$ cat src/rtl/serial_cmd_parser.sv
// Frames a UART byte stream into opcode + little-endian argument commands.
// Optional inter-byte timeout abort is built when CMD_TIMEOUT_EN is defined.
module serial_cmd_parser #(
   parameter int unsigned TIMEOUT_CYCLES = 1000000
) (
   input  logic        clk,
   input  logic        rst,
   input  logic [7:0]  rx_data,
   input  logic        rx_valid,
   output logic [7:0]  cmd,
   output logic [31:0] arg,
   output logic        cmd_valid,
   input  logic        cmd_ready,
   output logic        busy,
   output logic        overflow
);

   typedef enum logic [1:0] {
      S_IDLE,
      S_ARG,
      S_HOLD
   } state_e;

   function automatic logic [2:0] arg_len(input logic [7:0] op);
      logic [2:0] len;
      case (op)
         8'h41:               len = 3'd2;
         8'h42:               len = 3'd1;
         8'h4f, 8'h4d, 8'h72: len = 3'd4;
         default:             len = 3'd0;
      endcase
      return len;
   endfunction

   state_e      state_q, state_d;
   logic [7:0]  op_q, op_d;
   logic [31:0] acc_q, acc_d;
   logic [2:0]  cnt_q, cnt_d;
   logic [2:0]  need_q, need_d;
   logic [7:0]  cmd_q, cmd_d;
   logic [31:0] arg_q, arg_d;
   logic        ovf_q, ovf_d;
   logic        take_op;
   logic [2:0]  op_len;
   logic [31:0] acc_n;

`ifdef CMD_TIMEOUT_EN
   localparam int TW = $clog2(TIMEOUT_CYCLES + 1);
   logic [TW-1:0] tmo_q, tmo_d;
`endif

   assign op_len = arg_len(rx_data);
   // acc is cleared on each opcode, so OR-ing the shifted byte places it
   assign acc_n  = acc_q | ({24'd0, rx_data} << {cnt_q[1:0], 3'b000});

   always_comb begin
      state_d = state_q;
      op_d    = op_q;
      acc_d   = acc_q;
      cnt_d   = cnt_q;
      need_d  = need_q;
      cmd_d   = cmd_q;
      arg_d   = arg_q;
      ovf_d   = ovf_q;
      take_op = 1'b0;
`ifdef CMD_TIMEOUT_EN
      tmo_d   = tmo_q;
`endif
      unique case (state_q)
         S_IDLE: take_op = rx_valid;
         S_ARG: begin
            if (rx_valid) begin
               acc_d = acc_n;
               cnt_d = cnt_q + 3'd1;
`ifdef CMD_TIMEOUT_EN
               tmo_d = '0;
`endif
               if (cnt_q + 3'd1 == need_q) begin
                  state_d = S_HOLD;
                  cmd_d   = op_q;
                  arg_d   = acc_n;
               end
            end
`ifdef CMD_TIMEOUT_EN
            else if (tmo_q == TW'(TIMEOUT_CYCLES - 1)) begin
               state_d = S_HOLD;
               cmd_d   = 8'hff;
               arg_d   = '0;
            end else begin
               tmo_d = tmo_q + TW'(1);
            end
`endif
         end
         S_HOLD: begin
            if (cmd_ready) begin
               if (rx_valid) take_op = 1'b1;
               else          state_d = S_IDLE;
            end else if (rx_valid) begin
               ovf_d = 1'b1;
            end
         end
         default: state_d = S_IDLE;
      endcase

      if (take_op) begin
         op_d   = rx_data;
         acc_d  = '0;
         cnt_d  = '0;
         need_d = op_len;
`ifdef CMD_TIMEOUT_EN
         tmo_d  = '0;
`endif
         if (op_len == 3'd0) begin
            state_d = S_HOLD;
            cmd_d   = rx_data;
            arg_d   = '0;
         end else begin
            state_d = S_ARG;
         end
      end
   end

   always_ff @(posedge clk) begin
      if (rst) begin
         state_q <= S_IDLE;
         op_q    <= '0;
         acc_q   <= '0;
         cnt_q   <= '0;
         need_q  <= '0;
         cmd_q   <= '0;
         arg_q   <= '0;
         ovf_q   <= 1'b0;
      end else begin
         state_q <= state_d;
         op_q    <= op_d;
         acc_q   <= acc_d;
         cnt_q   <= cnt_d;
         need_q  <= need_d;
         cmd_q   <= cmd_d;
         arg_q   <= arg_d;
         ovf_q   <= ovf_d;
      end
   end

`ifdef CMD_TIMEOUT_EN
   always_ff @(posedge clk) begin
      if (rst) tmo_q <= '0;
      else     tmo_q <= tmo_d;
   end
`endif

   assign cmd       = cmd_q;
   assign arg       = arg_q;
   assign cmd_valid = (state_q == S_HOLD);
   assign busy      = (state_q != S_IDLE);
   assign overflow  = ovf_q;

endmodule

$ cat config.mk
export PLATFORM = sky130hd
export DESIGN_NAME = serial_cmd_parser
export DESIGN_NICKNAME = d
export VERILOG_FILES = /design/src/rtl/serial_cmd_parser.sv
export SDC_FILE = /design/constraint.sdc
export NUM_CORES = 1
export LEC_CHECK = 0
export CAP_MARGIN = 20
export CORE_ASPECT_RATIO = 0.5
export CORE_UTILIZATION = 57
export CTS_CLUSTER_SIZE = 10
export DETAILED_ROUTE_END_ITERATION = 7
export PLACE_DENSITY = 0.93
export SLEW_MARGIN = 25
export SYNTH_ARGS = -nofsm -noshare
export SYNTH_HDL_FRONTEND = slang
export SYNTH_SLANG_ARGS = --single-unit
$ cat constraint.sdc
create_clock -name clk -period 5 [get_ports clk]
set_clock_uncertainty 0.2 [all_clocks]
set_input_delay 1 -clock clk [delete_from_list [all_inputs] [get_ports clk]]
set_output_delay 1 -clock clk [all_outputs]
set_load 0.05 [all_outputs]
==> run_results.csv <==
group,metric,value,unit
job,drv_cap,0,
place,gp_congestion,0.836,
clocking,clock_latency,0.34,ns
global_routing,grtUsageMet3,6.80,%
place,dp_hpwl,5520,um
logic_synthesis,synth.distinct_cells,40,
sta,setup_tns,0,ns
logic_synthesis,synth_area_per_cell,9.01,um^2
route,drt-initial-drc-count,398,
sta,clock.fmax,277,MHz
setup_path,start_kind,"input port",
final_layout,final_common_cell,"dfxtp_1",
clocking,ctsHoldBuffers,0,
route,firstDrtPassIters,7,
route,detail-route-antenna-nets,0,
clocking,cts_setup_buffers,0,
setup_path,cp-end-kind,"register",
logic_synthesis,synth_top_area_share,49.2,%
sta,hold_viol,0,
sta,finalCritPeriodShare,72.3,%
global_routing,use_met1,37.1,%
die,die_area,6700,um^2
global_routing,grt_pass1_wl,13800,um
power,power,1470,uW
place,place_area,4130,um^2
sta,slew_violations,0,
setup_path,cp_max_fo,18,
sta,worstMarginPinSlew,0.840,ns
setup_path,rr_startpoint,"cnt_q[0]",
die,num_io_pins,55,
final_layout,final_cell_mix,"dfxtp_1, a21oi_1, nand2_1, clkdlybuf4s50_1, nor2_1",
hold_path,whs_path_depth,2,
die,die_x,115,um
die,die_h,58.4,um
clocking,cts-root-buf,"clkbuf_16",
global_routing,antenna_found_initial,0,
logic_synthesis,synth-edff-count,0,
logic_synthesis,ys.flop_type,"dfxtp_1",
sta,min_period,3.62,ns
setup_path,crit_type,"in -> reg",
route,via_count,3075,
final_layout,insertedDiodeCount,0,
global_routing,grt_max_degree,39,
logic_synthesis,yosysTopAreaCell,"dfxtp_1",
logic_synthesis,ys_ff_latch,89,
setup_path,rrSetupSlack,2.50,ns
clocking,clk_pin_slew_worst_paths,0.06,ns
power,cellPowerDensity,333,nW/um^2
route,wl_per_cell,16.3,um
die,core_area,6110,um^2
sta,holdWs,0.253,ns
setup_path,critPathRequiredTime,5.09,ns
die,initial_core_util,59.3,%
final_layout,fillers,453,
global_routing,grt_pass1_vias,2791,
outcome,status,"finished, violations left",
clocking,cts_resized,0,
final_layout,finalInstanceArea,4410,um^2
sta,slew_headroom,43.6,%
die,num_rows,20,
route,drt_wl_total,8600,um
hold_path,min_path_type,"reg -> reg",
clocking,htree_levels,3,
final_layout,finalNonFillerCells,527,
clocking,clock-sinks,89,
setup_path,crit_chain,"clkdlybuf4s50_1, nor4b_4, nand3_2, a221oi_4, buf_4, o211a_1",
outcome,violations,"design-rule violations",
logic_synthesis,netlist_instances,402,
sta,rsz0062_at_grt,"no",
power,peakVddDrop,0.198,mV
setup_path,cpPeakStageDelay,0.76,ns
sta,setup_viol,0,
logic_synthesis,synthArstFlopShare,0,%
setup_path,cp.arrival,3.70,ns
logic_synthesis,seq_area_frac_synth,49.2,%
logic_synthesis,syn_nets,415,
place,dpl.cell_count,511,
logic_synthesis,synth_top_cells_by_area,"dfxtp_1, a21oi_1, o211a_1, nand2_1, nor2_1",
global_routing,grt_util_met2,43.0,%
setup_path,slowest_stage,"clkdlybuf4s50_1",
logic_synthesis,yosysWarnings,0,
setup_path,r2r-end,"cmd[1]",
global_routing,grt_overflow,0,
hold_path,hold_end,"op_q[3]",
power,p_leak,0.00175,uW
final_layout,syn2layout_area_growth,21.9,%
global_routing,track_usage,27.3,%
clocking,cts_tree,"yes",
setup_path,worstRegToRegCells,6,
global_routing,busiest_layer,"met2",
logic_synthesis,syn_area,3620,um^2
place,port_buffers,54,
final_layout,drive_gt1_share,6.83,%
route,drc,2,
clocking,clockBufferDepth,2,
hold_path,worstHoldStart,"op_q[3]",
clocking,cts_inserted_buffers,9,
route,via_per_inst,5.83,
final_layout,fin_nets,447,
## synthesized netlist by cell type, types with 2 or more instances
master	instances
o211a_1	33
a211oi_1	14
a311oi_1	2
nand2b_1	3
o21ai_0	2
xnor2_1	2
xor2_1	2
nor2b_1	6
nand2_1	54
nor3_1	4
buf_4	2
nor2_1	42
dfxtp_1	89
buf_2	4
and2_1	5
nand3_1	2
or2_2	2
buf_6	4
a21oi_1	77
clkbuf_1	27
mux2i_1	7
## through the flow
stage | worst slack, ns | util (%)
after floorplan | 2.41 | -
after global placement | 1.16 | 67.7
after detailed placement | 1.08 | 67.7
after CTS | 1.42 | 72.3
after global routing | 1.20 | 72.3
final | 1.38 | 72.3
## sequential cells by signal, summed over array words and instances, names as in the netlist
name and flops:
cmd 8, acc_q 32, need_q 3, cnt_q 3, op_q 8, state_q 2
arg 32, overflow 1
## power by group
part | switching [uW] | internal, uW | leakage [uW] | total (uW)
registers | 6.30 | 719 | 0.000720 | 726
logic | 79.3 | 38.2 | 0.000894 | 117
clock network | 275 | 350 | 0.000131 | 625
## area by class of cell
type / count / area, um^2 / area share [%]
clock buffers: 10 / 239 / 5.41
clock inverters: 6 / 41.3 / 0.935
multi-input cells: 275 / 1660 / 37.7
flip-flops and latches: 89 / 1780 / 40.4
well taps: 88 / 110 / 2.49
repair buffers: 59 / 578 / 13.1
## how the worst max path moves through the flow
| stage | end | from |
|---|---|---|
| after floorplan | arg[10] | rx_data[0] |
| after global placement | arg[7] | rx_data[0] |
| after detailed placement | arg[16] | rx_data[0] |
| after CTS | arg[5] | rx_data[0] |
| after global routing | arg[5] | rx_data[0] |
| final | arg[5] | rx_data[0] |
## metal layers
metal  vias up  part of all wire [%]
li1       1470                     -
met1      1447                    46
met2       137                    46
met3        21                   7.0
met4         0                   1.8
met5         -                     0
## worst max-delay path, delay by kind of cell
kind	cells	cell delay, ns
simple gates	2	0.72
buf+inv	2	1.11
compound gates	2	0.86
## kinds of logic after synthesis
group                      share of synthesized area (%)
adders and majority gates                          0.345
buffers and inverters                               5.11
AOI/OAI and AO/OA                                   25.1
DFF                                                 49.2
muxes                                               1.93
and+or+nand+nor                                     16.7
xor gates and xnor gates                            1.62
Note: power is estimated with default switching activity, not from simulation.
